<file path="src/rtl/name_column_sequencer.sv">
// name_column_sequencer
// Walks a stored message one glyph column at a time toward the 8-LED column
// driver, inserting blank gap columns between characters. Glyph bitmaps come
// from an external combinational font ROM addressed by font_char/font_col.
// Optional build macro: SEQ_BITREV_EN -- glyph columns are bit-reversed
// (bit7 = top LED) for boards wired MSB-top; gap columns stay blank.
module name_column_sequencer #(
  parameter int MSG_DEPTH  = 16,
  parameter int GLYPH_COLS = 7,
  parameter int GAP_COLS   = 1
) (
  input  logic                         clk,
  input  logic                         reset,
  input  logic                         wr_en,
  input  logic [$clog2(MSG_DEPTH)-1:0] wr_addr,
  input  logic [4:0]                   wr_char,
  input  logic [$clog2(MSG_DEPTH):0]   msg_len,
  input  logic                         start,
  input  logic                         loop_en,
  input  logic                         stop,
  output logic                         busy,
  output logic [4:0]                   font_char,
  output logic [2:0]                   font_col,
  input  logic [7:0]                   font_data,
  output logic                         col_valid,
  input  logic                         col_ready,
  output logic [7:0]                   col_data,
  output logic                         col_last,
  output logic                         done
);

  localparam int          AW         = $clog2(MSG_DEPTH);
  localparam logic [AW:0] DEPTH_L    = (AW+1)'(MSG_DEPTH);
  localparam logic [AW:0] LEN_ZERO   = (AW+1)'(0);
  localparam logic [AW:0] LEN_ONE    = (AW+1)'(1);
  localparam logic [AW-1:0] IDX_ZERO = AW'(0);
  localparam logic [AW-1:0] IDX_ONE  = AW'(1);
  localparam logic [2:0]  GLYPH_LAST = 3'(GLYPH_COLS - 1);
  localparam logic [2:0]  GAP_LAST   = 3'(GAP_COLS - 1);
  localparam logic        HAS_GAP    = (GAP_COLS > 0);
  // A one-column glyph with no gap is already the last column of its character.
  localparam logic        FIRST_LAST = (GAP_COLS == 0) && (GLYPH_COLS == 1);
  localparam logic [4:0]  LAST_CODE  = 5'd26;

  typedef enum logic [1:0] {
    IDLE  = 2'd0,
    GLYPH = 2'd1,
    GAP   = 2'd2
  } state_t;

  state_t          state_r;
  logic [AW-1:0]   char_idx_r;
  logic [AW:0]     len_r;
  logic            loop_r;
  logic            stop_r;
  logic [4:0]      msg_r [MSG_DEPTH];

  logic            xfer_s;
  logic            last_char_s;
  logic            finish_s;
  logic            boundary_s;
  logic [AW-1:0]   next_idx_s;
  logic [7:0]      glyph_s;

`ifdef SEQ_BITREV_EN
  function automatic logic [7:0] bit_reverse(input logic [7:0] v);
    logic [7:0] r;
    for (int i = 0; i < 8; i++) begin
      r[i] = v[7-i];
    end
    return r;
  endfunction
`endif

  // Character-boundary decode: transfer, end-of-character and next slot index.
  always_comb begin
    xfer_s      = col_valid & col_ready;
    last_char_s = ({1'b0, char_idx_r} == (len_r - LEN_ONE));
    finish_s    = stop_r | stop | (last_char_s & ~loop_r);
    boundary_s  = 1'b0;
    if (last_char_s) begin
      next_idx_s = IDX_ZERO;
    end else begin
      next_idx_s = char_idx_r + IDX_ONE;
    end
    case (state_r)
      GLYPH:   boundary_s = xfer_s & ~HAS_GAP & (font_col == GLYPH_LAST);
      GAP:     boundary_s = xfer_s & (font_col == GAP_LAST);
      default: boundary_s = 1'b0;
    endcase
  end

  // Column pattern: ROM bitmap during glyph columns, blank for gaps and reserved codes.
  always_comb begin
    glyph_s = 8'd0;
    if (font_char > LAST_CODE) begin
      glyph_s = 8'd0;
    end else begin
`ifdef SEQ_BITREV_EN
      glyph_s = bit_reverse(font_data);
`else
      glyph_s = font_data;
`endif
    end
    if (state_r == GLYPH) begin
      col_data = glyph_s;
    end else begin
      col_data = 8'd0;
    end
  end

  // Sequencer FSM, message store and registered handshake/font outputs.
  always_ff @(posedge clk) begin
    if (reset) begin
      state_r    <= IDLE;
      char_idx_r <= IDX_ZERO;
      len_r      <= LEN_ZERO;
      loop_r     <= 1'b0;
      stop_r     <= 1'b0;
      busy       <= 1'b0;
      col_valid  <= 1'b0;
      col_last   <= 1'b0;
      done       <= 1'b0;
      font_char  <= 5'd0;
      font_col   <= 3'd0;
      for (int i = 0; i < MSG_DEPTH; i++) begin
        msg_r[i] <= 5'd0;
      end
    end else begin
      done <= 1'b0;
      // Message content is frozen while a playback is in progress.
      if (wr_en && (state_r == IDLE)) begin
        msg_r[wr_addr] <= wr_char;
      end
      // Stop is only remembered while playing; cleared again at termination.
      if (stop && (state_r != IDLE)) begin
        stop_r <= 1'b1;
      end
      if (state_r == IDLE) begin
        if (start) begin
          if (msg_len == LEN_ZERO) begin
            done <= 1'b1;
          end else begin
            len_r      <= (msg_len > DEPTH_L) ? DEPTH_L : msg_len;
            loop_r     <= loop_en;
            char_idx_r <= IDX_ZERO;
            font_char  <= msg_r[0];
            font_col   <= 3'd0;
            state_r    <= GLYPH;
            busy       <= 1'b1;
            col_valid  <= 1'b1;
            col_last   <= FIRST_LAST;
          end
        end else begin
          state_r <= IDLE;
        end
      end else if (boundary_s) begin
        if (finish_s) begin
          state_r   <= IDLE;
          busy      <= 1'b0;
          col_valid <= 1'b0;
          col_last  <= 1'b0;
          font_char <= 5'd0;
          font_col  <= 3'd0;
          stop_r    <= 1'b0;
          done      <= 1'b1;
        end else begin
          char_idx_r <= next_idx_s;
          font_char  <= msg_r[next_idx_s];
          font_col   <= 3'd0;
          state_r    <= GLYPH;
          col_last   <= FIRST_LAST;
        end
      end else if (xfer_s) begin
        if (state_r == GLYPH) begin
          if (font_col != GLYPH_LAST) begin
            font_col <= font_col + 3'd1;
            col_last <= ~HAS_GAP & ((font_col + 3'd1) == GLYPH_LAST);
          end else begin
            state_r  <= GAP;
            font_col <= 3'd0;
            col_last <= (GAP_LAST == 3'd0);
          end
        end else begin
          font_col <= font_col + 3'd1;
          col_last <= ((font_col + 3'd1) == GAP_LAST);
        end
      end else begin
        state_r <= state_r;
      end
    end
  end

endmodule

</file>
<file path="config.mk">
export PLATFORM = sky130hd
export DESIGN_NAME = name_column_sequencer
export DESIGN_NICKNAME = d
export VERILOG_FILES = /design/src/rtl/name_column_sequencer.sv
export SDC_FILE = /design/constraint.sdc
export NUM_CORES = 1
export LEC_CHECK = 0
export ABC_AREA = 1
export CORE_UTILIZATION = 30
export CTS_CLUSTER_SIZE = 24
export DETAILED_ROUTE_END_ITERATION = 7
export GPL_TIMING_DRIVEN = 1
export SLEW_MARGIN = 20
export SYNTH_ARGS = -nofsm -noshare
export SYNTH_HDL_FRONTEND = slang
export SYNTH_SLANG_ARGS = --single-unit
</file>
<file path="constraint.sdc">
create_clock -name clk -period 2.4 [get_ports clk]
set_clock_uncertainty 0.05 [all_clocks]
set_input_delay 0.48 -clock clk [delete_from_list [all_inputs] [get_ports clk]]
set_output_delay 0.48 -clock clk [all_outputs]
set_load 0.01 [all_outputs]
</file>
## Word level (Yosys, flattened, before mapping)

Memory sizes are Yosys's and may differ from the RTL's.
Cells that the tools add are included.
Widths: inputs -> output; s select.

| word-level totals | value |
|---|---|
| register bits | 24 |
| bits in latches | 0 |
| RAM bits | 80 |
| bits in read-only memories | 0 |
| input port bits | 29 |
| output and inout bits | 20 |
| logic and storage cells | 109 |
| memories kept | 1 |

Memories:

| memory | words | bits a word | rd ports | clocked after memory_dff | wr ports | RTL line | text |
|---|---|---|---|---|---|---|---|
| msg_r | 16 | 5 | 2 | 0 | 16 | 56 | `logic [4:0] msg_r [MSG_DEPTH];` |

| cells by class | value |
|---|---|
| $add $sub $neg | 3 |
| multipliers | 0 |
| div/mod/pow operators | 0 |
| magnitude comparators | 2 |
| equality and inequality tests | 9 |
| shift operators | 0 |
| multiplexer cells | 59 |
| bitwise gates (word level) | 7 |
| reductions and logical operators | 18 |

Operators with widths:

| kind | number |
|---|---|
| $mux 5 | 7 |
| $mux 1 | 29 |
| $mux 4 | 7 |
| $mux 3 | 7 |
| $mux 8 | 2 |
| $mux 2 | 7 |
| $reduce_and 4->1 | 3 |
| $gt 5x5->1 const B | 2 |
| $ne 3x3->1 const B | 3 |
| $reduce_and 3->1 | 3 |
| $logic_not 3->1 | 2 |
| $reduce_bool 2->1 | 3 |
| $reduce_bool 3->1 | 2 |
| $eq 4x5->1 | 1 |
| $logic_not 5->1 | 1 |
| $reduce_or 5->1 | 1 |
| $sub 5x1->5 const B | 1 |
| $add 4x1->4 const B | 1 |
| $ne 2x2->1 const B | 2 |
| $add 3x1->3 const B | 1 |
| $and 1x1->1 | 3 |
| $eq 2x1->1 const B | 1 |
| $eq 2x2->1 const B | 1 |
| $logic_and 1x1->1 | 2 |
| other kinds (4) | 6 |

## Depth between registers and ports, before layout

Gate-level depths: netlist of the first run.

| logic depth | value |
|---|---|
| depth after elaboration | 7 |
| gate-level depth with buffers | 16 |
| gate-level depth less buffers | 16 |

## Worst setup path before layout of the first run

OpenSTA, ideal clock, no wires.

| path | value |
|---|---|
| kind | register to register |
| start | register len_r[0] |
| end | register font_char[0] |
| library setup time | 132 ps |
| arrival | 1857 ps |
| setup slack | 361 ps |
| stages on the path, launching flop included | 16 |
| buffers on the path | 1 |
| cell sequence | dfxtp_1 > inv_2 > ha_1 > nand2_1 > inv_1 > nor2_1 > nand3_1 > nor2_2 > nand2_4 > nand2_2 > buf_4 > nand3_1 > nand3_1 > nand3_1 > nand3_1 > a21oi_1 |

| between the ends | value |
|---|---|
| word-level cells in the longest chain between the ends | 7 |
| elaborated cells on any way between the ends | 9 |
| those cells by class | 1 x add/sub; 1 x eq/ne; 4 x mux; 2 x bitwise; 1 x memory |

Ends and longest elaborated chain:

| element | RTL line | text |
|---|---|---|
| from (decl) | 53 | `logic [AW:0] len_r;` |
| from (signal assigned) | 144 | `len_r <= (msg_len > DEPTH_L) ? DEPTH_L : msg_len;` |
| $sub 5x1->5 * | 78 | `last_char_s = ({1'b0, char_idx_r} == (len_r - LEN_ONE));` |
| $eq 4x5->1 * | 78 |  |
| $mux 4 or $and 1x1->1 (tied branches) | 81, 79 |  |
| $mem_v2 16x5 or $or 1x1->1 (tied branches) | n/a |  |
| $mux 5 * | 158 | `if (finish_s) begin` |
| $mux 5 * | 157 | `end else if (boundary_s) begin` |
| $mux 5 * | 139 | `if (state_r == IDLE) begin` |
| to (signal assigned) | 147 | `font_char <= msg_r[0];` |
| to (signal assigned) | 169 | `font_char <= msg_r[next_idx_s];` |
| to (decl) | 22 | `output logic [4:0] font_char,` |

Every way passes the cells marked *; elsewhere a longest branch is shown, timed or not. The select of a mux whose other input is x is not followed.
A chain may end at the register's enable or synchronous reset.

## Final worst setup path of the first run

| path | value |
|---|---|
| start | register state_r[0] |
| end | output col_data[4] |

| between the ends | value |
|---|---|
| word-level cells in the longest chain between the ends | 2 |

Ends and longest elaborated chain:

| element | RTL line | text |
|---|---|---|
| from (decl) | 51 | `state_t state_r;` |
| from (signal assigned) | 189 | `state_r <= state_r;` |
| $eq 2x1->1 | 105 | `if (state_r == GLYPH) begin` |
| $mux 8 | 105 |  |
| to (decl) | 27 | `output logic [7:0] col_data,` |

No other way between the ends.

==> summary.md, run 1 <==
| Metric | Value |
|---|---|
| Status | finished, final reports clean |
| Yosys cell types | 27 |
| Slew HR | ~64% |
| Startpoint Class | flip-flop |
| Via density | ~4.7 |
| Critical path buffer and inverter count | 2 |
| Post-DP HPWL | 9460 um |
| Area contributors post-synth | edfxtp_1, nand2_1, nand3_1 |
| Wirelength per Cell | 14.6 um |
| Hold EP | loop_r$_SDFFE_PP0P_ |
| Synth Warn # | 0 |
| P_leak | around 2.7 nW |
| Hold Violations, Final | 0 |
| Clk Tree Root Cell | clkbuf_16 |
| Site Rows | 48 |
| Clock share of power | about a third |
| Largest stage delay, worst path | 0.54 ns |
| H-tree levels | 3 |
| Final setup violation count | 0 |
| Final Non-Filler Cells | approximately 940 |
| Global route total overflow | 0 |
| Sw Pwr | about 1.4 mW |
| Drt first-iter violations | between 300 and 400 |
| Clk slew on worst S/H paths | roughly 0.070 ns |
| Max-slew violations | 0 |
| Top cell type's share of synthesized area | 45.7% |
| Worst skew pair latency | about 0.35 ns |
| Reg2reg path depth | 14 |
| Share of post-route cells with drive strength above 1 | about 12% |
| Worst EP required | approximately 1.9 ns |
| IO buf count | between 40 and 50 |
| Routed WL | between 10000 and 15000 um |
| Pwr Density | 691 mW/mm^2 |
| Sink Count | roughly 100 |
| Setup TNS | 0 ns |
| Tmin final | ~2.3 ns |
| Initial antenna violation count | 0 |
| Starting Density | between 30 and 40% |
| Largest net degree at the start of global routing | 38 |
| Core area | roughly 0.017 sq mm |
| Switching share of power | just over 30% |
| Crit Path Max Fanout | 4 |
| Reg2reg setup slack | around 0.20 ns |
| Max clock buf depth | 2 |
| Hold Path Depth | 2 |
| CTS tree | built |
| Final worst-path cycle share | about 95% |
| Die Y | between 100 and 150 um |
| Terminus of the critical flop-to-flop path | font_char[3]$_SDFFE_PP0P_ |
| Overall power | between 4 and 5 mW |
| Cell family with most CP delay | buffers and inverters |
| Max-cap violation count | 0 |
| Maximum clock frequency | between 400 and 500 MHz |
| Seq cells post-synth | roughly 100 |
| Min-delay src | loop_r$_SDFFE_PP0P_ |
| RSZ-0062 raised after global routing | no |
| Die width | 134 um |
| Setup Crit Path Kind | reg2out |
| CP max-delay cell | clkdlybuf4s50_1 |
| GRT Total Usage | around 16% |
| Worst Tran Pin Value | about 0.54 ns |
| Avg Inst Size Synth | around 8.3 sq um |
| Vias in the first global route | around 4300 |
| CP endpoint kind | primary output |
| Antenna diodes | 0 |
| Leading area contributor after synthesis | edfxtp_1 |
| DR vias | 4406 |
| Ports | 49 |
| Netlist Area Pre-Place | roughly 0.0053 sq mm |
| NumNets Final | ~740 |
| RR Startpoint | len_r[0]$_SDFFE_PP0P_ |
| Crit path DAT | about 1.8 ns |
| ANT nets after route | 0 |
| Logic pwr share | between 20 and 25% |
| Sequential area share after synthesis | 54.8% |
| Die ar. | between 0.015 and 0.02 sq mm |
| Fill cell count | 1792 |
| Post-Syn Nets | about 670 |
| Crit-path cells | inv_1 -> nor2_2 -> nand2_1 -> nor2_1 -> clkdlybuf4s50_1 |
| Most common cell after layout, fill and taps aside | nand2_1 |
| First-pass GRT wire length | between 20000 and 25000 um |
| Register share of total power | around 46% |
| Area grow syn2layout | 24.7% |
| Dpl cells | between 900 and 1000 |
| Global placer's final weighted congestion | 0.819 |
| Internal power | approximately 3.1 mW |
| Hold/Removal Path Class | reg2reg |
| Num CTS Buffers | 9 |
| Number of iterations in the first detailed-routing pass | 8 |
| Most frequent cells in the layout | nand2_1, nor2_1, nand3_1, edfxtp_1, clkdlybuf4s50_1 |
| VDD IR-drop max | around 0.00036 V |
| Drc violations | 0 |
| Post-Synthesis Cells | 630 |
## power groups by stage
stage	combinational (mW)	clock, mW	sequential, mW
2_1_floorplan	0.642	0	2.12
3_3_place_gp	0.943	0	2.14
3_5_place_dp	0.942	0	2.14
4_1_cts	0.948	1.46	2.10
5_1_grt	1.12	1.53	2.11
6_report	0.995	1.44	2.10
## worst max path at each step
stage | startpoint | to | depth (start not counted)
3_3_place_gp | reset | msg_r[2][2]$_SDFFCE_PN0P_ | 7
3_5_place_dp | reset | msg_r[2][2]$_SDFFCE_PN0P_ | 7
2_1_floorplan | len_r[0]$_SDFFE_PP0P_ | font_char[0]$_SDFFE_PP0P_ | 15
6_report | state_r[0]$_SDFFE_PP0P_ | col_data[4] | 5
4_1_cts | font_char[4]$_SDFFE_PP0P_ | col_data[0] | 4
5_1_grt | len_r[0]$_SDFFE_PP0P_ | font_char[0]$_SDFFE_PP0P_ | 14
## worst reg2reg max path: cells and delay by family (launching register included)
kind / cells / cell delay, ns
AO/OA/AOI/OAI: 1 / 0.12
adder cells (fa/ha/maj): 1 / 0.33
buffers and inverters: 2 / 0.19
flip-flops: 1 / 0.36
AND/OR/NAND/NOR: 10 / 1.11
## metal layers
metal  vias up  global-route usage, %  wire (um)
met2       116                   26.2       6400
met3        21                   4.16        694
li1       2245                      -          -
met5         -                      0          0
met4         0                   4.31        250
met1      2024                   21.2       6370
## sequential cells by signal, indices dropped and copies added (netlist names), 2 cells and up
register and flops:
char_idx_r 4, font_char 5, font_col 3, len_r 5, msg_r 80, state_r 2
## final cells by class
type	instances	area, sq um	share of cell area, %
clock buffer	9	225	3.44
clock inverter	7	61.3	0.935
inverter	53	199	3.04
multi-input combinational	449	2070	31.6
sequential	104	2880	44.0
tap	225	282	4.30
timing repair buffer	90	833	12.7
## what timing repair did
| action | in CTS | in global routing |
|---|---|---|
| gates resized for setup | 1 | 10 |
| hold buffers | 0 | 0 |
| gates cloned | 0 | 3 |
| endpoints found under the setup margin | 7 | 18 |
| setup buffers | 0 | 1 |
| pin swaps | 0 | 2 |
## Yosys cell counts
cell type  count
a2111oi_0      1
a21boi_0       5
a21oi_1       26
a22o_1         3
buf_1          2
buf_2          5
buf_4          3
buf_6          5
clkbuf_1      11
dfxtp_1       24
edfxtp_1      80
ha_1           6
inv_1         45
inv_2          8
nand2_1      146
nand2_2        1
nand2_4        3
nand3_1      101
nand4_1        4
nor2_1       121
nor2_2         4
nor3_1         6
o211ai_1       1
o21ai_0       15
o21ai_2        1
xnor2_1        1
xor2_1         2
## logic make-up after synthesis
family | after synthesis | synth area share (%)
compound gates | 52 | 5.59
fa+ha+maj | 6 | 1.43
xor+xnor | 3 | 0.500
simple gates | 386 | 31.0
buf+inv | 79 | 6.69
flops | 104 | 54.8
## stage by stage
step	hold WS [ns]	utilization [%]	cell area, sq um	worst slack [ns]
after detailed placement	0.408	36.0	6180	0.0455
after global placement	0.407	36.0	6180	0.0562
after floorplan	0.380	-	5260	0.361
after global routing	0.436	38.2	6550	0.000979
final	0.417	38.2	6550	0.110
after CTS	0.421	37.7	6470	0.00450
Note: power is estimated with default switching activity, not from simulation.
==> run 2: changes to the inputs <==
SLEW_MARGIN = 10   (was 20)
==> results of run 2 <==
The final DEF is identical to that of run 1; final timing and power are the same.
==> run 3: changes to the inputs <==
CORE_UTILIZATION = 35   (was 30)
DONT_BUFFER_PORTS = 1   (was unset)
==> run 3 against run 2 <==
Against the previous run: register-to-register slack got worse by 0.09 ns; cell area fell by 11%; utilization rose by 2.0 points; sequential power barely moved; global-route usage rose by 1.7 points; clock-buffer cell count did not move; sequential share of layout area rose by 5.2 points; critical path depth rose by 10; wire length fell by 1.3%; total power fell by 1.1%; clock power rose by 5%; via count fell by 3.4%; critical endpoint is now font_char[2]$_SDFFE_PP0P_; highest routed layer unchanged.
==> summary.md, run 3 (same netlist as run 1, synthesis figures left out) <==
| Metric | Value |
|---|---|
| Status | finished, final reports clean (unchanged) |
| Startpoint Class | flip-flop (unchanged) |
| RSZ-0062 raised after global routing | no (unchanged) |
| CTS tree | built (unchanged) |
| Setup Crit Path Kind | reg2reg (was reg2out) |
| Largest regs | msg_r: 80 flops, font_char: 5 flops, len_r: 5 flops (unchanged) |
| Hold Violations, Final | 0 (unchanged) |
| Global route total overflow | 0 (unchanged) |
| Number of iterations in the first detailed-routing pass | 5 (was 8) |
| Cell family with most CP delay | simple AND/OR/NAND/NOR gates (was buffers and inverters) |
| Share of post-route cells with drive strength above 1 | 8.32% (was 11.5%) |
| Setup WS pre-CTS | -0.00935 ns (was 0.0455 ns) |
| GRT Total Usage | 17.7% (was 16.1%) |
| Worst EP required | 2.60 ns (was 1.87 ns) |
| Critical path buffer and inverter count | 3 (was 2) |
| Met2 usage | 28.3% (was 26.2%) |
| Worst skew pair latency | 0.36 ns (was 0.35 ns) |
| Max clock buf depth | 2 (unchanged) |
| Pwr Density | 765 mW/mm^2 (was 691 mW/mm^2) |
| GRT met3 Usage | 4.34% (was 4.16%) |
| CP max-delay cell | dfxtp_2 (was clkdlybuf4s50_1) |
| Die ar. | 0.0155 sq mm (was 0.0181 sq mm) |
| Largest stage delay, worst path | 0.37 ns (was 0.54 ns) |
| Post-DP HPWL | 9340 um (was 9460 um) |
| Area grow syn2layout | 11.4% (was 24.7%) |
| Crit Path Max Fanout | 10 (was 4) |
| Max reg flops | 80 (unchanged) |
| Vias in the first global route | 4038 (was 4344) |
| Slew HR | 48.4% (was 63.6%) |
| Final design utilization | 40.1% (was 38.2%) |
| Initial antenna violation count | 0 (unchanged) |
| Hold/Removal Path Class | in2reg (was reg2reg) |
| Largest net degree at the start of global routing | 42 (was 38) |
| Die Y | 125 um (was 134 um) |
| CP endpoint kind | flip-flop (was primary output) |
| Sink Count | 104 (unchanged) |
| Met1 Usage GRT | 23.6% (was 21.2%) |
| Biggest register | msg_r (unchanged) |
| Clk Tree Root Cell | clkbuf_16 (unchanged) |
| Routed WL | 13500 um (was 13700 um) |
| Maximum clock frequency | 436 MHz (was 437 MHz) |
| Num CTS Buffers | 9 (unchanged) |
| Overall power | 4.48 mW (was 4.53 mW) |
| First-pass GRT wire length | 21300 um (was 22400 um) |
| Final setup violation count | 0 (unchanged) |
| H-tree levels | 3 (unchanged) |
| Worst Tran Pin Value | 0.773 ns (was 0.540 ns) |
| CP dominant cell by count | nand3_1 |
| NumNets Final | 667 (was 742) |
| P_leak | 2.42 nW (was 2.72 nW) |
| Drt first-iter violations | 466 (was 317) |
| Max-cap violation count | 0 (unchanged) |
| VDD IR-drop max | 0.000396 V (was 0.000356 V) |
| Max-slew violations | 0 (unchanged) |
| ANT nets after route | 0 (unchanged) |
| Setup WS post-layout | 0.108 ns (was 0.110 ns) |
| Global placer's final weighted congestion | 0.802 (was 0.819) |
| Most common cell after layout, fill and taps aside | nand2_1 (unchanged) |
| IO buf count | 0 (was 48) |
| Post-route cell area | 0.00586 sq mm (was 0.00655 sq mm) |
| Antenna diodes | 0 (unchanged) |
| Most frequent cells in the layout | nand2_1, nor2_1, nand3_1, edfxtp_1, inv_1 (was nand2_1, nor2_1, nand3_1, edfxtp_1, clkdlybuf4s50_1) |
| Final worst-path cycle share | 95.5% (was 95.4%) |
| Drc violations | 0 (unchanged) |
| Clk slew on worst S/H paths | 0.07 ns (about the same) |
| Core area | 0.0146 sq mm (was 0.0172 sq mm) |
| Tmin final | 2.29 ns (about the same) |
| Wirelength per Cell | 16.5 um (was 14.6 um) |
| Placed Area | 0.00543 sq mm (was 0.00618 sq mm) |
| Die width | 125 um (was 134 um) |
| Ports | 49 (unchanged) |
| Crit-path cells | inv_2 -> ha_4 -> nand2_1 -> inv_1 -> nor2_1 -> nand3_1 -> nor2_4 -> nand2_8 -> buf_12 -> a21boi_0 -> nand2_1 -> nand3_1 -> nand3_1 -> nand3_1 -> a21oi_1 (was inv_1 -> nor2_2 -> nand2_1 -> nor2_1 -> clkdlybuf4s50_1) |
| Setup TNS | 0 ns (unchanged) |
| Reg2reg setup slack | 0.11 ns (was 0.20 ns) |
| Site Rows | 44 (was 48) |
| Via density | 5.19 (was 4.70) |
| GRT Max-Usage Layer | met2 (unchanged) |
| Starting Density | 36.0% (was 30.6%) |
| DR vias | 4258 (was 4406) |
| Crit path DAT | 2.49 ns (was 1.76 ns) |
-- run 3: per-layer routing --
metal,part of all wire (%),wire length [um],vias up
li1,-,-,2089
met1,44,6010,1988
met2,47,6360,161
met3,6.6,893,20
met4,1.9,259,0
met5,0,0,-
-- run 3: per-stage QoR --
stage | hold slack (ns) | instances
3_3_place_gp | 0.412 | 800
6_report | 0.124 | 821
4_1_cts | 0.125 | 816
2_1_floorplan | 0.380 | 630
3_5_place_dp | 0.422 | 800
5_1_grt | 0.114 | 821
-- run 3: final cells by class --
type	instances	area, sq um
timing repair buffer	15	143
clock inverter	7	75.1
inverter	53	201
multi-input combinational	449	2100
tap	184	230
clock buffer	9	225
sequential	104	2880
fill	1433	8730
-- run 3: where the power goes --
group / internal [mW] / switching (mW)
registers: 2.03 / 0.0816
logic: 0.271 / 0.586
clock network: 0.818 / 0.691
total: 3.12 / 1.36
-- run 3: final timing paths --
path                               from                         to  depth (start not counted)
setup / recovery  len_r[0]$_SDFFE_PP0P_  font_char[2]$_SDFFE_PP0P_                         15
hold / removal                    reset  font_char[0]$_SDFFE_PP0P_                          1
setup reg to reg  len_r[0]$_SDFFE_PP0P_  font_char[2]$_SDFFE_PP0P_                         15
hold reg to reg   len_r[4]$_SDFFE_PP0P_      len_r[4]$_SDFFE_PP0P_                          2
-- run 3: timing repair --
item / CTS / global route
hold buffers: 0 / 0
setup buffers: 0 / 2
endpoints found under the setup margin: 2 / 10
pin swaps: 0 / 4
resized for setup: 2 / 16
gates cloned: 0 / 3
